### src/rtl/disp_ram_arbiter.sv
// Display RAM arbiter: fixed-latency video fetch with absolute priority,
// CPU reads/writes slotted into free cycles behind a req/ack handshake.
module disp_ram_arbiter #(
    parameter int ADDR_W     = 11,
    parameter int DATA_W     = 8,
    parameter int STARVE_LIM = 16
) (
    input  logic              clk_pixel,
    input  logic              reset_n,
    input  logic              vid_req,
    input  logic [ADDR_W-1:0] vid_addr,
    output logic [DATA_W-1:0] vid_data,
    output logic              vid_valid,
    input  logic              cpu_req,
    input  logic              cpu_we,
    input  logic [ADDR_W-1:0] cpu_addr,
    input  logic [DATA_W-1:0] cpu_wdata,
    output logic [DATA_W-1:0] cpu_rdata,
    output logic              cpu_ack,
    output logic [ADDR_W-1:0] ram_addr,
    output logic              ram_we,
    output logic [DATA_W-1:0] ram_wdata,
    input  logic [DATA_W-1:0] ram_rdata,
    output logic              cpu_starve
);

    localparam int CNT_W = $clog2(STARVE_LIM + 1);
    localparam logic [CNT_W-1:0] LIM = CNT_W'(STARVE_LIM);

    typedef enum logic [1:0] {
        IDLE,
        RD1,
        RD2,
        WR
    } state_t;

    state_t            r_state;
    state_t            w_state_nxt;
    logic              w_cpu_slot;
    logic              w_blocked;
    logic              w_ack_nxt;
    logic              w_rd_cap;
    logic [CNT_W-1:0]  w_wait_nxt;
    logic [CNT_W-1:0]  r_wait;
    logic [1:0]        r_vtag;
    logic [DATA_W-1:0] r_vid_data;
    logic              r_vid_valid;
    logic [DATA_W-1:0] r_cpu_rdata;
    logic              r_cpu_ack;
    logic [ADDR_W-1:0] r_ram_addr;
    logic              r_ram_we;
    logic [DATA_W-1:0] r_ram_wdata;
    logic              r_starve;

    assign w_cpu_slot = !vid_req && cpu_req && (r_state == IDLE);
    assign w_blocked  = vid_req && cpu_req && (r_state == IDLE);

    always_comb begin
        w_state_nxt = r_state;
        w_ack_nxt   = 1'b0;
        w_rd_cap    = 1'b0;
        unique case (r_state)
            IDLE: begin
                if (w_cpu_slot)
                    w_state_nxt = cpu_we ? WR : RD1;
            end
            RD1: w_state_nxt = RD2;
            RD2: begin
                w_state_nxt = IDLE;
                w_ack_nxt   = 1'b1;
                w_rd_cap    = 1'b1;
            end
            WR: begin
                w_state_nxt = IDLE;
                w_ack_nxt   = 1'b1;
            end
            default: w_state_nxt = IDLE;
        endcase
    end

    always_comb begin
        w_wait_nxt = r_wait;
        if (w_cpu_slot)
            w_wait_nxt = '0;
        else if (w_blocked && r_wait != LIM)
            w_wait_nxt = r_wait + CNT_W'(1);
    end

    always_ff @(posedge clk_pixel or negedge reset_n) begin
        if (!reset_n) begin
            r_state     <= IDLE;
            r_wait      <= '0;
            r_starve    <= 1'b0;
            r_cpu_ack   <= 1'b0;
            r_cpu_rdata <= '0;
        end else begin
            r_state   <= w_state_nxt;
            r_wait    <= w_wait_nxt;
            r_starve  <= r_starve | (w_wait_nxt == LIM);
            r_cpu_ack <= w_ack_nxt;
            if (w_rd_cap)
                r_cpu_rdata <= ram_rdata;
        end
    end

    // Video owns the slot whenever it asks; the CPU FSM never gates it.
    always_ff @(posedge clk_pixel or negedge reset_n) begin
        if (!reset_n) begin
            r_ram_addr  <= '0;
            r_ram_we    <= 1'b0;
            r_ram_wdata <= '0;
        end else begin
            r_ram_we <= 1'b0;
            if (vid_req) begin
                r_ram_addr <= vid_addr;
            end else if (w_cpu_slot) begin
                r_ram_addr  <= cpu_addr;
                r_ram_we    <= cpu_we;
                r_ram_wdata <= cpu_wdata;
            end
        end
    end

    always_ff @(posedge clk_pixel or negedge reset_n) begin
        if (!reset_n) begin
            r_vtag      <= 2'b00;
            r_vid_data  <= '0;
            r_vid_valid <= 1'b0;
        end else begin
            r_vtag      <= {r_vtag[0], vid_req};
            r_vid_valid <= r_vtag[1];
            if (r_vtag[1])
                r_vid_data <= ram_rdata;
        end
    end

    assign vid_data   = r_vid_data;
    assign vid_valid  = r_vid_valid;
    assign cpu_rdata  = r_cpu_rdata;
    assign cpu_ack    = r_cpu_ack;
    assign ram_addr   = r_ram_addr;
    assign ram_we     = r_ram_we;
    assign ram_wdata  = r_ram_wdata;
    assign cpu_starve = r_starve;

endmodule

### config.mk
export PLATFORM = sky130hd
export DESIGN_NAME = disp_ram_arbiter
export DESIGN_NICKNAME = d
export VERILOG_FILES = /design/src/rtl/disp_ram_arbiter.sv
export SDC_FILE = /design/constraint.sdc
export NUM_CORES = 1
export LEC_CHECK = 0
export CAP_MARGIN = 20
export CORE_AREA = 2 2 79 81
export CTS_CLUSTER_DIAMETER = 80
export CTS_CLUSTER_SIZE = 25
export DETAILED_ROUTE_END_ITERATION = 7
export DIE_AREA = 0 0 81 83
export PLACE_DENSITY = 0.66
export RECOVER_POWER = 100
export SKIP_CTS_REPAIR_TIMING = 1
export SYNTH_ARGS = -nofsm -noshare
export SYNTH_HDL_FRONTEND = slang
export SYNTH_SLANG_ARGS = --single-unit
### constraint.sdc
create_clock -name clk_pixel -period 4.25 [get_ports clk_pixel]
set_input_delay 0.85 -clock clk_pixel [delete_from_list [all_inputs] [get_ports clk_pixel]]
set_output_delay 0.85 -clock clk_pixel [all_outputs]
set_load 0.01 [all_outputs]
# Word-level counts from Yosys, hierarchy flattened

Cells that the tools add are included.

Register bits: 48
Bits in latches: 0
RAM bits: 0
Memory bits (read-only): 0
Input bits: 43
Output and inout port bits: 39
Logic and storage cells: 41
Memories kept: 0

$add $sub $neg: 1
Multiply operators: 0
Divide/modulo/power cells: 0
Magnitude comparators: 0
Equality and inequality tests: 6
Shifts and indexed selects: 0
Muxes and demuxes: 11
Bitwise operators: 2
Reduce and logical (&&, ||, !) cells: 10

Operators by type and width:

| cell                                                                  | count |
|---|---|
| 11-bit 2-to-1 mux                                                     | 2 |
| 5-bit 2-to-1 mux                                                      | 2 |
| 2-bit case mux with 3 select lines                                    | 1 |
| 5-bit by 1-bit adder with 5-bit output, second input constant         | 1 |
| 5-bit equality test, second input constant                            | 1 |
| 1-bit logical AND                                                     | 5 |
| 5-bit != test, second input constant                                  | 1 |
| 2-bit equality test, second input constant                            | 2 |
| 1-bit 2-to-1 mux                                                      | 4 |
| 2-bit 2-to-1 mux                                                      | 2 |
| 2-bit by 1-bit equality test with 1-bit output, second input constant | 1 |
| 2-bit zero test                                                       | 1 |
| 2-bit != test, second input constant                                  | 1 |
| 2-bit AND reduction                                                   | 1 |
| 2-bit nonzero test                                                    | 1 |
| 2-bit OR reduction                                                    | 1 |
| 1-bit zero test                                                       | 1 |
| 1-bit NOT                                                             | 1 |
| 1-bit OR                                                              | 1 |

# Logic depth before layout (Yosys ltp)

Depth in word-level cells: 7
Depth in mapped cells: 6
Gate-level depth less buffers: 6

# Worst setup path before layout

No wires, ideal clock.

Path type: input port to flip-flop
Start point: input cpu_req
End point: register r_starve (netlist: cpu_starve)
Setup time: 0.120 ns
Arrival time: 2.203 ns
Required time: 4.130 ns
Setup slack: 1.927 ns
Stages on the path: 5
Path buffers: 1
Path through: or3b_1 -> buf_6 -> a311oi_4 -> mux2_4 -> a31o_1

Longest elaborated chain between the ends: 7
Elaborated cells between the ends (all ways): 9
Classes of those cells: eq/ne (1); mux (2); bitwise (1); reduce/logical (5)

Ends and longest elaborated chain:

| element                         | RTL line | text |
|---|---|---|
| start, declared                 | 14       | `input logic cpu_req,` |
| 1-bit logical AND (2 in series) | 56       | `assign w_blocked = vid_req && cpu_req && (r_state == IDLE);` |
| 1-bit logical AND               | 85       | `else if (w_blocked && r_wait != LIM)` |
| 5-bit 2-to-1 mux                | 85       |  |
| 5-bit 2-to-1 mux *              | 83       | `if (w_cpu_slot)` |
| 5-bit equality test *           | 99       | `r_starve <= r_starve \| (w_wait_nxt == LIM);` |
| 1-bit OR *                      | 99       |  |
| end signal, assigned            | 99       |  |
| end, declared                   | 53       | `logic r_starve;` |

Mark *: on every way between the ends. The rest lies on a longest branch, timed or not.
A chain may end at the register's enable or synchronous reset.

# Worst setup path after layout

Start point: input vid_req
End point: register r_starve (netlist: cpu_starve)

Longest elaborated chain between the ends: 7
Elaborated cells between the ends (all ways): 10
Classes of those cells: eq/ne (1); mux (2); bitwise (1); reduce/logical (6)

Ends and longest elaborated chain:

| element                         | RTL line | text |
|---|---|---|
| start, declared                 | 10       | `input logic vid_req,` |
| 1-bit logical AND (2 in series) | 56       |  |
| 1-bit logical AND               | 85       |  |
| 5-bit 2-to-1 mux                | 85       |  |
| 5-bit 2-to-1 mux *              | 83       |  |
| 5-bit equality test *           | 99       |  |
| 1-bit OR *                      | 99       |  |

Marks and branches as above.

==> qor.csv <==
metric;value;unit
synth_nets;201;
ys.flop_type;dfrtp_1;
slew_violations;36;
failed_checks;max-capacitance violations, max-slew violations;
top_level_ports;82;
grt_pass1_vias;1526;
overflow;0;
fmax;0.291;GHz
finalSetupViolations;0;
clkTransAtPathRegs;0.10;ns
endpoint_kind;register;
coreArea;5820;sq um
required;4.44;ns
n_antenna_cell;0;
slowest_delay;0.73;ns
vias;1458;
die_area;6720;sq um
synthesis.area;2000;sq um
rows;28;
die_y;83;um
grt_usage;13.1;%
synth_most_common_cell;dfrtp_1;
cts_tree;yes;
maxSlewHeadroom;-20.5;%
drtIter0Drc;44;
post-route-drc-count;0;
final_antenna_net_count;0;
cts_buffers;5;
hold_class;reg -> reg;
start_util;34.3;%
synth_area_leaders;dfrtp_1, mux2_2, mux2i_1;
regArea;1200;sq um
antenna_found_initial;0;
post-route-util;51.2;%
ff2ff_path_depth;4;
timing_worst_setup_path_type;in -> reg;
hpwl;2890;um
status;complete, but fails checks;
ys_seq_area_share;60.2;%
die_w;81;um
drive_gt1_share;13.9;%
leakage;1.29;nW
async_reset_ff_share;100;%
place.gp.congestion;0.727;
cts.sinks;48;
worst_slew_pin_slew;1.81;ns
cts_htree_levels;2;
synth_common_cells;dfrtp_1, mux2_2, nand2_1, o21ai_0, mux2i_1;
cts_root_buf;clkbuf_8;
cp_slowest_cell;clkbuf_1;
total_power;1.35;mW
vias_per_cell;4.66;
crit_cells;6;
skew;0.0144;ns
wl_per_cell;13.0;um
hold_depth;0;
arrival;3.63;ns
grt_max_degree;49;
firstDrtPassIters;4;
ys_seq_elements;48;
path_buf_inv;3;
area_growth;49.2;%
synth_cell_types;27;
io_buffer_count;81;
ir_worst_vdd;0.215;mV
synth-warning-count;0;
synth_top_area_share;60.2;%
multiInputGateArea;718;sq um
start_kind;input pin;
grt_pass1_wl;6960;um
clkLatencyLatePin;0.31;ns
synth_top_cell_by_area;dfrtp_1;
fin_crit_sh;80.9;%
n_fill_cell;564;
period_minus_slack;3.44;ns
routed_wirelength;4070;um
path_delay_family;buffers and inverters;
synth-edff-count;0;
cts_buffer_depth;2;
hold_violations;0;
cp_cell_sequence;dlygate4sd3_1 -> clkbuf_1 -> inv_1 -> a311oi_1 -> mux2_4 -> a31o_1;
synthCells;156;
max-cap-violations;1;
critical_path_peak_fanout;28;
tns;0;ns
rsz0062_at_grt;false;
synth.avg_cell_area;12.8;sq um
final_nets;282;
powerDensity;453;nW/um^2
layout by cell type (no fill, tap or decap), types with 2 or more instances in the layout:
cell and instances:
a21oi_1 2, dfrtp_1 48, dlygate4sd3_1 49, clkbuf_8 5, nor2_1 7, mux2i_1 12
nand2_1 16, mux2_2 24, nand4_1 2, nand3_1 2, bufinv_16 2, clkbuf_1 3
ha_1 2, o21ai_0 14, xnor2_1 2, clkdlybuf4s50_1 31, inv_1 4
where the power goes:
group | internal (mW) | total [mW] | switching (mW)
Sequential | 0.539 | 0.597 | 0.0581
Clock | 0.237 | 0.395 | 0.158
Combinational | 0.212 | 0.357 | 0.145
final timing paths:
check | startpoint | end | slack (ns)
max | vid_req | cpu_starve | 0.81
min | r_vtag[0] | r_vtag[1] | 0.35
max reg2reg | r_state[1] | cpu_starve | 1.63
min reg2reg | r_vtag[0] | r_vtag[1] | 0.35
max in group asynchronous | reset_n | ram_we | 1.58
min in group asynchronous | reset_n | r_wait[1] | 0.56
final cells by class:
class	instances	share of cell area, %
flip-flops and latches	48	40.3
repair buffers	83	27.3
multi-input cells	95	24.1
well taps	75	3.15
clock buffers	5	2.31
clock inverters	3	2.31
inverters	4	0.504
through the flow:
step	worst slack, ns	hold WS, ns	cell area [sq um]	cells
floorplan	1.93	0.331	2000	156
global placement	0.903	0.332	2860	304
detailed placement	0.776	0.335	2860	304
CTS	1.12	0.351	3000	312
global route	0.550	0.358	2980	313
finish	0.813	0.347	2980	313
metal layers:
layer / global-route usage (%) / vias to the layer above / wire length [um]
li1: - / 701 / -
met1: 16.4 / 690 / 1860
met2: 20.5 / 63 / 1790
met3: 5.87 / 4 / 381
met4: 3.24 / 0 / 36
met5: 0 / - / 0
cell families (layout without fill, tap and decap cells):
family | Yosys count | count (layout) | synth area share (%)
DFF | 48 | 48 | 60.2
muxes | 37 | 37 | 20.3
and+or+nand+nor | 33 | 33 | 7.52
AOI/OAI and AO/OA | 21 | 21 | 6.90
buffers and inverters | 13 | 95 | 2.95
adders and majority gates | 2 | 2 | 1.25
xor gates and xnor gates | 2 | 2 | 0.878
flip-flops by register name, indices dropped and copies added, names as in the netlist:
signal / cells
r_vtag: 2
vid_valid: 1
r_state: 2
ram_wdata: 8
cpu_rdata: 8
r_wait: 5
cpu_starve: 1
ram_we: 1
cpu_ack: 1
vid_data: 8
ram_addr: 11
(Power assumes the default switching activity.)
